==> src/rtl/tmds_pkg.sv <==
// rtl/tmds_pkg.sv - shared TMDS symbol constants and alignment state type
package tmds_pkg;

  localparam int SYM_W = 10;

  localparam logic [SYM_W-1:0] CTRL_TOKEN_00 = 10'b1101010100;
  localparam logic [SYM_W-1:0] CTRL_TOKEN_01 = 10'b0010101011;
  localparam logic [SYM_W-1:0] CTRL_TOKEN_10 = 10'b0101010100;
  localparam logic [SYM_W-1:0] CTRL_TOKEN_11 = 10'b1010101011;

  localparam logic [3:0] OFFSET_MAX = 4'd9;

  typedef enum logic {
    SEARCH = 1'b0,
    LOCKED = 1'b1
  } tmds_state_t;

endpackage

==> src/rtl/tmds_symbol_decode.sv <==
// rtl/tmds_symbol_decode.sv - combinational TMDS symbol decode to control token or pixel byte
module tmds_symbol_decode
  import tmds_pkg::*;
(
  input  logic [SYM_W-1:0] i_sym,
  output logic             o_is_ctrl,
  output logic [1:0]       o_ctrl,
  output logic [7:0]       o_data
);

  logic [7:0] w_q;

  assign w_q = i_sym[9] ? ~i_sym[7:0] : i_sym[7:0];

  always_comb begin
    o_is_ctrl = 1'b1;
    o_ctrl    = 2'b00;
    case (i_sym)
      CTRL_TOKEN_00: o_ctrl = 2'b00;
      CTRL_TOKEN_01: o_ctrl = 2'b01;
      CTRL_TOKEN_10: o_ctrl = 2'b10;
      CTRL_TOKEN_11: o_ctrl = 2'b11;
      default:       o_is_ctrl = 1'b0;
    endcase
  end

  // bit 8 selects whether the encoder chained with XOR or XNOR
  always_comb begin
    o_data    = '0;
    o_data[0] = w_q[0];
    for (int i = 1; i < 8; i++) begin
      o_data[i] = i_sym[8] ? (w_q[i] ^ w_q[i-1]) : ~(w_q[i] ^ w_q[i-1]);
    end
  end

endmodule

==> src/rtl/tmds_decoder.sv <==
// rtl/tmds_decoder.sv - per-channel TMDS word aligner and symbol decoder
module tmds_decoder
  import tmds_pkg::*;
#(
  parameter int LOCK_COUNT     = 8,
  parameter int SEARCH_TIMEOUT = 4096,
  parameter int LOSS_TIMEOUT   = 4096
) (
  input  logic             i_hdmi_clk,
  input  logic             i_reset_n,
  input  logic [SYM_W-1:0] i_raw,
  output logic [7:0]       o_data,
  output logic [1:0]       o_ctrl,
  output logic             o_de,
  output logic             o_locked,
  output logic [3:0]       o_offset
);

  localparam int RUN_W   = $clog2(LOCK_COUNT) + 1;
  localparam int CYC_MAX = (SEARCH_TIMEOUT > LOSS_TIMEOUT) ? SEARCH_TIMEOUT : LOSS_TIMEOUT;
  localparam int CYC_W   = $clog2(CYC_MAX) + 1;

  localparam logic [RUN_W-1:0] RUN_FULL    = RUN_W'(LOCK_COUNT);
  localparam logic [RUN_W-1:0] RUN_LAST    = RUN_W'(LOCK_COUNT - 1);
  localparam logic [CYC_W-1:0] SEARCH_LAST = CYC_W'(SEARCH_TIMEOUT - 1);
  localparam logic [CYC_W-1:0] LOSS_LAST   = CYC_W'(LOSS_TIMEOUT - 1);

  tmds_state_t      r_state;
  tmds_state_t      w_state_next;
  logic [SYM_W-1:0] r_raw_q;
  logic [SYM_W-1:0] r_sym_q;
  logic [3:0]       r_offset;
  logic [3:0]       w_offset_next;
  logic [RUN_W-1:0] r_run;
  logic [RUN_W-1:0] w_run_inc;
  logic [RUN_W-1:0] w_run_next;
  logic [CYC_W-1:0] r_cyc;
  logic [CYC_W-1:0] w_cyc_next;
  logic             w_refresh;

  logic [7:0]       r_data;
  logic [1:0]       r_ctrl;
  logic             r_de;
  logic             r_locked;

  logic [2*SYM_W-1:0] w_combined;
  logic [SYM_W-1:0]   w_window;
  logic               w_is_ctrl;
  logic [1:0]         w_ctrl;
  logic [7:0]         w_data;

  // older word sits in the low half, so the stream reads upward from bit 0
  assign w_combined = {i_raw, r_raw_q};
  assign w_window   = w_combined[r_offset +: SYM_W];

  tmds_symbol_decode u_symbol_decode (
    .i_sym     (r_sym_q),
    .o_is_ctrl (w_is_ctrl),
    .o_ctrl    (w_ctrl),
    .o_data    (w_data)
  );

  assign w_run_inc = w_is_ctrl ? ((r_run == RUN_FULL) ? r_run : r_run + RUN_W'(1)) : '0;
  assign w_refresh = (w_run_inc == RUN_FULL);

  always_comb begin
    w_state_next  = r_state;
    w_cyc_next    = r_cyc + CYC_W'(1);
    w_run_next    = w_run_inc;
    w_offset_next = r_offset;
    case (r_state)
      SEARCH: begin
        if (w_is_ctrl && (r_run == RUN_LAST)) begin
          w_state_next = LOCKED;
          w_cyc_next   = '0;
        end else if (r_cyc == SEARCH_LAST) begin
          w_offset_next = (r_offset == OFFSET_MAX) ? 4'd0 : r_offset + 4'd1;
          w_cyc_next    = '0;
          w_run_next    = '0;
        end
      end
      LOCKED: begin
        if (w_refresh) begin
          w_cyc_next = '0;
        end else if (r_cyc == LOSS_LAST) begin
          w_state_next = SEARCH;
          w_cyc_next   = '0;
          w_run_next   = '0;
        end
      end
      default: begin
        w_state_next = SEARCH;
        w_cyc_next   = '0;
        w_run_next   = '0;
      end
    endcase
  end

  always_ff @(posedge i_hdmi_clk or negedge i_reset_n) begin
    if (!i_reset_n) begin
      r_state  <= SEARCH;
      r_raw_q  <= '0;
      r_sym_q  <= '0;
      r_offset <= '0;
      r_run    <= '0;
      r_cyc    <= '0;
    end else begin
      r_state  <= w_state_next;
      r_raw_q  <= i_raw;
      r_sym_q  <= w_window;
      r_offset <= w_offset_next;
      r_run    <= w_run_next;
      r_cyc    <= w_cyc_next;
    end
  end

  // outputs follow the post-edge lock state so o_de never asserts without o_locked
  always_ff @(posedge i_hdmi_clk or negedge i_reset_n) begin
    if (!i_reset_n) begin
      r_data   <= '0;
      r_ctrl   <= '0;
      r_de     <= 1'b0;
      r_locked <= 1'b0;
    end else begin
      r_locked <= (w_state_next == LOCKED);
      if (w_state_next == LOCKED) begin
        if (w_is_ctrl) begin
          r_de   <= 1'b0;
          r_ctrl <= w_ctrl;
          r_data <= '0;
        end else begin
          r_de   <= 1'b1;
          r_data <= w_data;
        end
      end else begin
        r_de   <= 1'b0;
        r_ctrl <= '0;
        r_data <= '0;
      end
    end
  end

  assign o_data   = r_data;
  assign o_ctrl   = r_ctrl;
  assign o_de     = r_de;
  assign o_locked = r_locked;
  assign o_offset = r_offset;

endmodule

==> config.mk <==
export PLATFORM = sky130hd
export DESIGN_NAME = tmds_decoder
export DESIGN_NICKNAME = d
export VERILOG_FILES = /design/src/rtl/tmds_pkg.sv /design/src/rtl/tmds_symbol_decode.sv /design/src/rtl/tmds_decoder.sv
export SDC_FILE = /design/constraint.sdc
export NUM_CORES = 1
export LEC_CHECK = 0
export BUFFER_PORTS_ARGS = -buffer_cell sky130_fd_sc_hd__buf_4
export CORE_MARGIN = 2
export CORE_UTILIZATION = 60
export CTS_BUF_LIST = sky130_fd_sc_hd__clkbuf_2
export CTS_CLUSTER_DIAMETER = 200
export DETAILED_ROUTE_END_ITERATION = 8
export GPL_TIMING_DRIVEN = 0
export PLACE_DENSITY_LB_ADDON = 0.2
export SYNTH_ARGS = -nofsm -noshare
export SYNTH_HDL_FRONTEND = slang
export SYNTH_SLANG_ARGS = --single-unit
==> constraint.sdc <==
create_clock -name i_hdmi_clk -period 5.29 [get_ports i_hdmi_clk]
set_input_delay 1.058 -clock i_hdmi_clk [delete_from_list [all_inputs] [get_ports i_hdmi_clk]]
set_output_delay 1.058 -clock i_hdmi_clk [all_outputs]
set_load 0.02 [all_outputs]
==> flow_metrics.tcl <==
set metrics [dict create \
    async_reset_ff_frac 1.00 \
    dp_cells 365 \
    synth_top_area_frac 0.454 \
    post-route-period-util 0.417 \
    relSlewSlack 0.564 \
    max_freq_ghz 0.453 \
    worstSetupPathType "register to register" \
    layout-drive-gt1-share 0.225 \
    internal_power_w 0.000478 \
    grt_pass1_vias 1938 \
    grt_pass1_wl_mm 8.98 \
    cp_max_fo 4 \
    grt_use_total 0.213 \
    drv_cap 0 \
    avgSynthCellArea_um2 10.8 \
    ys_seq_area_frac 0.454 \
    cts_tree "yes" \
    holdPathEnd "r_cyc[0]" \
    cp.arrival_ns 2.58 \
    wl_met2_mm 2.41 \
    clkPwrFrac 0.251 \
    path_clk_slew_ns 0.26 \
    yosysUniqueCellTypes 48 \
    clk_path_buf_depth 2 \
    hold_viol 0 \
    syn-num-nets 292 \
    placementRows 25 \
    syn_area_um2 2920 \
    synth_edf_count 0 \
    layout.cells.non_filler 373 \
    core_um2 4720 \
    ant_nets 0 \
    p_sw_frac 0.249 \
    port-buffer-count 27 \
    syn_inst 271 \
    n_antenna_cell 0 \
    fin_setup_tns_ns 0 \
    post_cts_resized 0 \
    die_y_um 73.8 \
    worst_pin_slew_ns 0.654 \
    drtIter0Drc 86 \
    status "complete, no violations" \
    die_w_um 73.8 \
    avgRoutedWirePerCell_um 13.9 \
    postCtsHoldBufs 0 \
    initial_core_util 0.619 \
    synth_area_leader_cell "dfrtp_1" \
    met3WireLength_um 232 \
    r2r_slack_ns 3.08 \
    max-vdd-ir-drop_uv 132 \
    ios 28 \
    vias_per_cell 5.49 \
    place_congestion 0.911 \
    r2r_end "o_ctrl[1]" \
    power_density_nw_per_um2 196 \
    hold_path.class "register to register" \
    startpoint_type "register" \
    synth_area_leaders "dfrtp_1, mux4_2, nor2_1" \
    grt_max_degree 54 \
    routed_wl_mm 5.17 \
    dp_hpwl_mm 3.86 \
    reg2reg_from "r_run[0]" \
    total_power_w 0.000637 \
    cts_root_buf "clkbuf_2" \
    utilization 0.689 \
    synth_seq_cells 53 \
    power.leakage_nw 1.45 \
    antenna_found_initial 0 \
    area_growth_pct 11.3 \
    wl_met1_mm 2.44 \
    cts_inserted_buffers 5 \
    p_seq_frac 0.661 \
    clock-sinks 53 \
    dr.max_layer_used "met4" \
    insertion_delay_ns 0.42 \
    setup_viol 0 \
    first_pass_iters 4 \
    min_path_cells 1 \
    end_kind "register" \
    hold_start "r_cyc[0]" \
    grt-ovfl-total 0 \
    synth_ff_type "dfrtp_1" \
    rsz0062_at_grt "no" \
    nNetsFinal 326 \
    dieArea_um2 5450 \
    nFillCells 363 \
    vias 2046 \
    required_ns 5.66 \
    drv_slew 0 \
    cts_max_level 2 \
    ys_warn_count 0 \
    post-cts-setup-buffers 0 \
    p_comb_frac 0.088 \
    r2r_cells 6 \
    finalCriticalPeriod_ns 2.21 \
    fin_worst_skew_ns 0.0186 \
    drc 0 \
    net-switching-power_w 0.000159 \
]
## kinds of logic after synthesis
family          Yosys count  synth area share
simple gates             89             0.155
flops                    53             0.454
fa+ha+maj                 9            0.0385
mux                      23             0.122
buf+inv                  27            0.0402
xor+xnor                 26            0.0779
compound gates           44             0.113
## synthesized netlist by cell type, types with 2 or more instances
| library cell | instances |
|---|---|
| dfrtp_1 | 53 |
| nor2_1 | 41 |
| a21oi_1 | 17 |
| xnor2_1 | 16 |
| inv_1 | 13 |
| xor2_1 | 10 |
| ha_1 | 9 |
| mux4_2 | 9 |
| nand2_1 | 9 |
| clkbuf_1 | 8 |
| mux2i_1 | 7 |
| nand3_1 | 7 |
| nor2b_1 | 7 |
| o21ai_0 | 7 |
| mux2_2 | 6 |
| a211oi_1 | 5 |
| nand4_1 | 5 |
| and2_1 | 4 |
| buf_2 | 4 |
| o2bb2ai_1 | 3 |
| and3_1 | 2 |
| and3_2 | 2 |
| o22ai_1 | 2 |
## routing by layer
layer  up-vias  global-route usage
met3        10              0.0439
met1       965               0.305
met4         0              0.0707
li1       1014                   -
met5         -                   0
met2        57               0.325
## registers in the layout (all words and copies together) (netlist names)
name / count
r_cyc: 13
r_raw_q: 10
r_sym_q: 10
o_data: 8
o_offset: 4
r_run: 4
o_ctrl: 2
o_de: 1
o_locked: 1
## power by group through the flow
stage                     sequential (W)  clock [W]  combinational, W
after floorplan                 0.000426          0         0.0000342
after global placement          0.000427          0         0.0000552
after detailed placement        0.000427          0         0.0000562
after CTS                       0.000421   0.000165         0.0000564
after global routing            0.000422   0.000182         0.0000626
final                           0.000421   0.000160         0.0000558
## worst max-delay path by stage
| stage | slack, ns | to | cells after the start | startpoint |
|---|---|---|---|---|
| 5_1_grt | 2.99 | o_offset[1] | 1 | o_offset[1] |
| 4_1_cts | 3.07 | o_offset[3] | 1 | o_offset[3] |
| 3_5_place_dp | 3.05 | r_sym_q[5] | 4 | i_raw[6] |
| 6_report | 3.08 | o_ctrl[1] | 6 | r_run[0] |
| 3_3_place_gp | 3.05 | r_sym_q[5] | 4 | i_raw[6] |
| 2_1_floorplan | 3.23 | r_sym_q[5] | 3 | i_raw[6] |
## through the flow
| step | hold WS, ns | setup WS (ns) | area [um^2] |
|---|---|---|---|
| 2_1_floorplan | 0.469 | 3.23 | 2920 |
| 3_5_place_dp | 0.503 | 3.05 | 3210 |
| 3_3_place_gp | 0.501 | 3.05 | 3210 |
| 4_1_cts | 0.532 | 3.07 | 3250 |
| 6_report | 0.529 | 3.08 | 3250 |
| 5_1_grt | 0.555 | 2.99 | 3250 |
## cells in the final DEF (no fill, tap or decap), drive strengths merged, types with 2 or more instances in the layout
cell type and instances:
nand2 10, ha 9, o21ai 7, inv 13, o2bb2ai 3, and3 5, nor2 41, mux2 7
dfrtp 53, nand4 6, xor2 10, buf 33, clkbuf 15, o22ai 2, mux2i 7, nor2b 7
and2 4, a21oi 17, xnor2 16, a211oi 5, nand3 8, o2111ai 3, mux4 9
## worst max-delay path, stage by stage (launching register included)
cell and delay, ns:
dfrtp_1 0.49, ha_1 0.27, nor2b_1 0.16, a2111oi_1 0.51, o2111ai_2 0.28, o21a_4 0.22
a221oi_2 0.22
## layout make-up
class	instances	area, um^2	share of cell area
Buffer	14	68.8	0.0212
Multi-Input combinational cell	191	1480	0.455
Clock buffer	7	35.0	0.0108
Timing Repair Buffer	27	203	0.0623
Tap cell	67	83.8	0.0258
Sequential cell	53	1330	0.408
Inverter	13	48.8	0.0150
Clock inverter	1	7.51	0.00231
Note: power is estimated with default switching activity, not from simulation.
